<file path="config.mk">
export PLATFORM = sky130hd
export DESIGN_NAME = uart_rx_cfg_flat
export DESIGN_NICKNAME = d
export VERILOG_FILES = /design/src/rtl/uart_rx_cfg_if.sv /design/src/rtl/uart_rx_cfg.sv /design/src/flat_wrapper.sv
export SDC_FILE = /design/constraint.sdc
export NUM_CORES = 1
export LEC_CHECK = 0
export ABC_CLOCK_PERIOD_IN_PS = 1940
export CORE_MARGIN = 1.5
export CORE_UTILIZATION = 30
export DETAILED_ROUTE_END_ITERATION = 7
export GPL_TIMING_DRIVEN = 1
export MAX_ROUTING_LAYER = met4
export PLACE_DENSITY = 0.56
export SYNTH_ARGS = -nofsm -noshare
export SYNTH_HDL_FRONTEND = slang
export SYNTH_SLANG_ARGS = --single-unit
</file>
<file path="constraint.sdc">
create_clock -name clk -period 1.94 [get_ports clk]
set_clock_uncertainty 0.1 [all_clocks]
set_input_delay 0.485 -clock clk [delete_from_list [all_inputs] [get_ports clk]]
set_output_delay 0.485 -clock clk [all_outputs]
set_load 0.01 [all_outputs]
</file>
<file path="src/rtl/uart_rx_cfg_if.sv">
// uart_rx_cfg_if: serial line and consumer handshake of the configurable
// UART receiver; master is the receiver, slave is the consumer side.
interface uart_rx_cfg_if #(
    parameter int DATA_BITS = 8
);
    logic                 RX;
    logic                 clr_rdy;
    logic [DATA_BITS-1:0] rx_data;
    logic                 rdy;
    logic                 parity_err;
    logic                 frame_err;
    logic                 overrun;

    modport master (
        input  RX,
        input  clr_rdy,
        output rx_data,
        output rdy,
        output parity_err,
        output frame_err,
        output overrun
    );

    modport slave (
        output RX,
        output clr_rdy,
        input  rx_data,
        input  rdy,
        input  parity_err,
        input  frame_err,
        input  overrun
    );
endinterface

</file>
<file path="src/rtl/uart_rx_cfg.sv">
// uart_rx_cfg: UART receiver with configurable bit period, word width,
// parity and stop bits; reports parity, framing and overrun errors.
module uart_rx_cfg #(
    parameter int CLKS_PER_BIT = 2604,
    parameter int DATA_BITS    = 8,
    parameter int PARITY       = 0,
    parameter int STOP_BITS    = 1
) (
    input  logic          clk,
    input  logic          rst,
    uart_rx_cfg_if.master bus
);
    localparam int CW = $clog2(CLKS_PER_BIT);
    localparam int BW = $clog2(DATA_BITS + 1);

    // Entry cycle counts as the first tick, so sample 0 lands at t + C/2
    localparam logic [CW-1:0] HALF_M1   = CW'(CLKS_PER_BIT / 2 - 1);
    localparam logic [CW-1:0] FULL_M1   = CW'(CLKS_PER_BIT - 1);
    localparam logic [BW-1:0] LAST_DATA = BW'(DATA_BITS - 1);
    localparam logic [BW-1:0] LAST_STOP = BW'(STOP_BITS - 1);
    localparam logic          HAS_PAR   = (PARITY != 0);
    localparam logic          ODD       = (PARITY == 1);

    typedef enum logic [2:0] {
        S_IDLE,
        S_START,
        S_DATA,
        S_PAR,
        S_STOP
    } state_t;

    state_t               r_state;
    state_t               w_next;
    logic                 r_sync1;
    logic                 r_sync2;
    logic                 r_prev;
    logic [CW-1:0]        r_baud;
    logic [BW-1:0]        r_bit;
    logic [DATA_BITS-1:0] r_shift;
    logic                 r_par_err;
    logic                 r_frm_err;
    logic [DATA_BITS-1:0] r_rx_data;
    logic                 r_rdy;
    logic                 r_parity_err;
    logic                 r_frame_err;
    logic                 r_overrun;

    logic w_fall;
    logic w_tick;
    logic w_par_x;
    logic w_start;
    logic w_shift;
    logic w_par_smp;
    logic w_stop_smp;
    logic w_done;

    assign w_fall  = r_prev & ~r_sync2;
    assign w_tick  = (r_baud == '0);
    assign w_par_x = (^r_shift) ^ r_sync2;

    assign bus.rx_data    = r_rx_data;
    assign bus.rdy        = r_rdy;
    assign bus.parity_err = r_parity_err;
    assign bus.frame_err  = r_frame_err;
    assign bus.overrun    = r_overrun;

    always_ff @(posedge clk or posedge rst) begin
        if (rst) begin
            r_sync1 <= 1'b1;
            r_sync2 <= 1'b1;
            r_prev  <= 1'b1;
        end else begin
            r_sync1 <= bus.RX;
            r_sync2 <= r_sync1;
            r_prev  <= r_sync2;
        end
    end

    always_ff @(posedge clk or posedge rst) begin
        if (rst) begin
            r_state <= S_IDLE;
        end else begin
            r_state <= w_next;
        end
    end

    always_comb begin
        w_next = r_state;
        unique case (r_state)
            S_IDLE: begin
                if (w_fall) w_next = S_START;
            end
            S_START: begin
                if (w_tick) w_next = r_sync2 ? S_IDLE : S_DATA;
            end
            S_DATA: begin
                if (w_tick && r_bit == LAST_DATA)
                    w_next = HAS_PAR ? S_PAR : S_STOP;
            end
            S_PAR: begin
                if (w_tick) w_next = S_STOP;
            end
            S_STOP: begin
                if (w_tick && r_bit == LAST_STOP) w_next = S_IDLE;
            end
            default: w_next = S_IDLE;
        endcase
    end

    always_comb begin
        w_start    = 1'b0;
        w_shift    = 1'b0;
        w_par_smp  = 1'b0;
        w_stop_smp = 1'b0;
        w_done     = 1'b0;
        unique case (r_state)
            S_IDLE: w_start   = w_fall;
            S_DATA: w_shift   = w_tick;
            S_PAR:  w_par_smp = w_tick;
            S_STOP: begin
                w_stop_smp = w_tick;
                w_done     = w_tick && (r_bit == LAST_STOP);
            end
            default: ;
        endcase
    end

    always_ff @(posedge clk or posedge rst) begin
        if (rst) begin
            r_baud <= HALF_M1;
            r_bit  <= '0;
        end else begin
            if (r_state == S_IDLE) begin
                r_baud <= HALF_M1;
            end else if (w_tick) begin
                r_baud <= FULL_M1;
            end else begin
                r_baud <= r_baud - 1'b1;
            end
            // Bit counter restarts on every state change
            if (w_next != r_state) begin
                r_bit <= '0;
            end else if (w_shift || w_stop_smp) begin
                r_bit <= r_bit + 1'b1;
            end
        end
    end

    always_ff @(posedge clk or posedge rst) begin
        if (rst) begin
            r_shift   <= '0;
            r_par_err <= 1'b0;
            r_frm_err <= 1'b0;
        end else begin
            if (w_start) begin
                r_par_err <= 1'b0;
                r_frm_err <= 1'b0;
            end
            if (w_shift) begin
                r_shift <= {r_sync2, r_shift[DATA_BITS-1:1]};
            end
            if (w_par_smp) begin
                r_par_err <= ODD ? ~w_par_x : w_par_x;
            end
            if (w_stop_smp && !r_sync2) begin
                r_frm_err <= 1'b1;
            end
        end
    end

    always_ff @(posedge clk or posedge rst) begin
        if (rst) begin
            r_rx_data    <= '0;
            r_rdy        <= 1'b0;
            r_parity_err <= 1'b0;
            r_frame_err  <= 1'b0;
            r_overrun    <= 1'b0;
        end else if (w_done) begin
            r_rx_data    <= r_shift;
            r_parity_err <= r_par_err;
            r_frame_err  <= r_frm_err | ~r_sync2;
            r_rdy        <= 1'b1;
            if (bus.clr_rdy) begin
                r_overrun <= 1'b0;
            end else if (r_rdy) begin
                r_overrun <= 1'b1;
            end
        end else if (bus.clr_rdy) begin
            r_rdy     <= 1'b0;
            r_overrun <= 1'b0;
        end
    end
endmodule

</file>
<file path="src/flat_wrapper.sv">
// flat-port wrapper written by rule: the top's interface ports become plain ports
module uart_rx_cfg_flat 
#(
    parameter int CLKS_PER_BIT = 2604,
    parameter int DATA_BITS    = 8,
    parameter int PARITY       = 0,
    parameter int STOP_BITS    = 1
)
  (clk, rst, bus_RX, bus_clr_rdy, bus_rx_data, bus_rdy, bus_parity_err, bus_frame_err, bus_overrun);
  uart_rx_cfg_if #(.DATA_BITS(DATA_BITS)) bus_i ();
  input  logic clk;
  input  logic rst;
  input wire logic [$bits(bus_i.RX)-1:0] bus_RX;
  input wire logic [$bits(bus_i.clr_rdy)-1:0] bus_clr_rdy;
  output wire logic [$bits(bus_i.rx_data)-1:0] bus_rx_data;
  output wire logic [$bits(bus_i.rdy)-1:0] bus_rdy;
  output wire logic [$bits(bus_i.parity_err)-1:0] bus_parity_err;
  output wire logic [$bits(bus_i.frame_err)-1:0] bus_frame_err;
  output wire logic [$bits(bus_i.overrun)-1:0] bus_overrun;
  assign bus_i.RX = bus_RX;
  assign bus_i.clr_rdy = bus_clr_rdy;
  assign bus_rx_data = bus_i.rx_data;
  assign bus_rdy = bus_i.rdy;
  assign bus_parity_err = bus_i.parity_err;
  assign bus_frame_err = bus_i.frame_err;
  assign bus_overrun = bus_i.overrun;
  uart_rx_cfg #(.CLKS_PER_BIT(CLKS_PER_BIT), .DATA_BITS(DATA_BITS), .PARITY(PARITY), .STOP_BITS(STOP_BITS)) u_core (.clk(clk), .rst(rst), .bus(bus_i));
endmodule
</file>
==> impl_results.md <==
* Pwr/cell area at 876 mW/mm^2
* WL final at 4580 um
* Final worst slack at -0.150 ns
* Final Hold Slack at 0.258 ns
* Unrepaired setup endpoints after global routing: yes
* Crit-path max FO at 8
* Number of global-route vias before repair at 1577
* Setup TNS at -1.86 ns
* Maximum vdd drop at 531 uV
* Hold depth at 0
* Nets at 238
* Ys Warns at 0
* Largest net degree at the start of global routing at 45
* Cells after Synth at 183
* Ys flop type: dfrtp_1
* Failing checks: negative setup slack
* Syn nets at 190
* Full die area at 0.00763 mm^2
* CP endpoint kind: register
* CP startpoint kind: register
* I/O pin total at 16
* CP required at 2.04 ns
* Slew at the pin closest to its max-slew limit at 0.359 ns
* Syn Std Cell Area at 0.00213 mm^2
* Ys async rst share at 100%
* CTS tree: built
* Outcome: finished, violations left
* I/O Buffers at 15
* Die height at 87.3 um
* Post-DR wirelength/cell at 14.0 um
* Yosys cell types at 49
* Non-Filler Instances at 328
* Iter 0 DRT Violations at 29
* Most frequent cell after synthesis: dfrtp_1
* GP Congestion at 0.807
* # rows at 30
* Hold Fails Final Rpt at 0
* H-tree Lvls at 2
* Post-Place Cells at 317
* HPWL Detailed at 3120 um
* CP Data Arrival Time at 2.19 ns
* Effective utilization at floorplan at 31.2%
* Via density at 4.68
* Max cap viols at 0
* Crit share post-route at 108%
* Placed Instance Area at 0.00263 mm^2
* Clock Latency Late Sink at 0.31 ns
* Multi-input combinational cell area at 0.00107 mm^2
* WHS Endpoint: u_core.r_sync2
* Post-synth EDFFs at 0
* Largest area contributor in the netlist: dfrtp_1
* Num CTS Buffers at 5
* Die Wd at 87.3 um
* Via count at 1535
* Layout cells sized above 1 at 39.7%
* Gr usage total at 13.2%
* Clock tree buffer depth at 2
* Reg2reg end: u_core.r_shift[5]
* Reg area at 0.00111 mm^2
* Relative slew margins at 76.1%
* Placeable Area at 0.00683 mm^2
* First-pass GRT wire length at 7540 um
* Root buf cell: clkbuf_8
* Worst-path clk slew at 0.09 ns
* Count of final setup violators at 27
* Fmax at 479 MHz
* Top cell type's share of synthesized area at 42.2%
* Min Clock Period, post-route at 2.09 ns
* TritonRoute pass-1 iters at 4
* Min-delay src: u_core.r_sync1
* Final ANT Viol Nets at 0
* Seq/Total Area, Yosys at 52.1%
* Syn avg cell area at 11.7 um^2
* Hold WC Path Type: register to register
* Antenna cells at 0
* Largest cells by area after synthesis: dfrtp_1, dfstp_2, mux2_2, xnor2_1, o21ai_0
* Setup slack, reg-to-reg at -0.15 ns
* Reg-to-reg startpoint: u_core.r_baud[1]
* Drt drc at 0
* Layout area overhead at 35.1%
* Post-route design area at 0.00288 mm^2
* Reg2reg path depth at 6
* Fillers at 698
* Synth top cells by count: dfrtp_1, mux2_2, o21ai_0
* Leak at 1.28 nW
* Congestion Overflow GR at 0
* Slew Viols, Final at 0
* Initial antenna violation count at 0
* Crit path kind: register to register
* Flops & latches, synth at 44
* Total clock sinks at 44
==> placed cells by master, fill, tap and decap left out, types with 3 or more instances in the layout <==
master / instances
or3_1: 3
o21ai_0: 10
nand2_1: 6
clkbuf_8: 5
clkdlybuf4s50_1: 15
a31oi_1: 5
xnor2_1: 7
buf_4: 31
a211oi_2: 4
dfrtp_1: 36
xor2_1: 3
dfstp_2: 8
mux2_2: 9
inv_1: 7
a21oi_1: 4
nor3_1: 6
nor2_1: 8
mux2_4: 8
or4_4: 4
nand3_1: 4
==> final cells by class <==
class,count,share of cell area [%]
tap,96,4.17
sequential,44,38.6
timing repair buffer,49,15.1
clock inverter,3,1.61
multi-input combinational,122,37.0
inverter,9,1.17
clock buffer,5,2.39
==> worst max-delay path by stage <==
stage | to | slack, ns | from
CTS | u_core.r_shift[4] | -0.14 | u_core.r_baud[1]
finish | u_core.r_shift[5] | -0.15 | u_core.r_baud[1]
floorplan | u_core.r_shift[0] | -0.10 | u_core.r_baud[1]
global placement | u_core.r_bit[3] | -0.13 | u_core.r_baud[1]
detailed placement | u_core.r_bit[1] | -0.15 | u_core.r_baud[1]
global route | u_core.r_shift[5] | -0.23 | u_core.r_baud[1]
==> critical path, cell delays in order, from the launching register on <==
cell and delay (ns):
dfrtp_1 0.39, inv_1 0.06, ha_2 0.18, or4b_4 0.48
nor3_4 0.26, nand3b_4 0.18, mux2_4 0.33
==> repair_timing <==
item                       CTS  global route
hold buffers                 0             0
gates resized for setup      3            26
pin swaps                    3             9
setup endpoints to repair   30            33
setup buffers                0             3
==> logic make-up after synthesis <==
logic type,count (synthesis),share of synthesized area [%]
DFF,44,52.1
muxes,18,9.44
AOI/OAI and AO/OA,38,11.9
buffers and inverters,17,3.46
adders and majority gates,3,1.76
and+or+nand+nor,52,16.2
xor gates and xnor gates,11,5.16
==> power breakdown <==
part	total [mW]	internal [mW]	switching [mW]	leakage, nW
sequential	1.14	1.04	0.101	0.579
clock	0.739	0.388	0.350	0.0548
combinational	0.642	0.324	0.318	0.645
==> layer usage <==
metal  GRT usage (%)  part of all wire (%)  vias to the layer above
li1                -                     -                      761
met1            17.1                    48                      751
met2            20.1                    48                       15
met3            3.98                   2.6                        8
met4            3.90                   1.2                        0
met5               -                     0                        -
==> flip-flops by register name, summed over array words and instances, names as in the netlist, 3 cells and up <==
name,flops
u_core.r_state,3
u_core.r_shift,8
u_core.bus.rx_data,8
u_core.r_bit,4
u_core.r_baud,12
==> stage by stage <==
step | util (%) | total power [mW] | setup WS (ns)
finish | 42.2 | 2.52 | -0.150
global route | 42.2 | 2.68 | -0.234
global placement | 38.5 | 1.72 | -0.126
detailed placement | 38.5 | 1.72 | -0.153
CTS | 40.3 | 2.48 | -0.144
floorplan | - | 1.46 | -0.105
(Power assumes the default switching activity.)
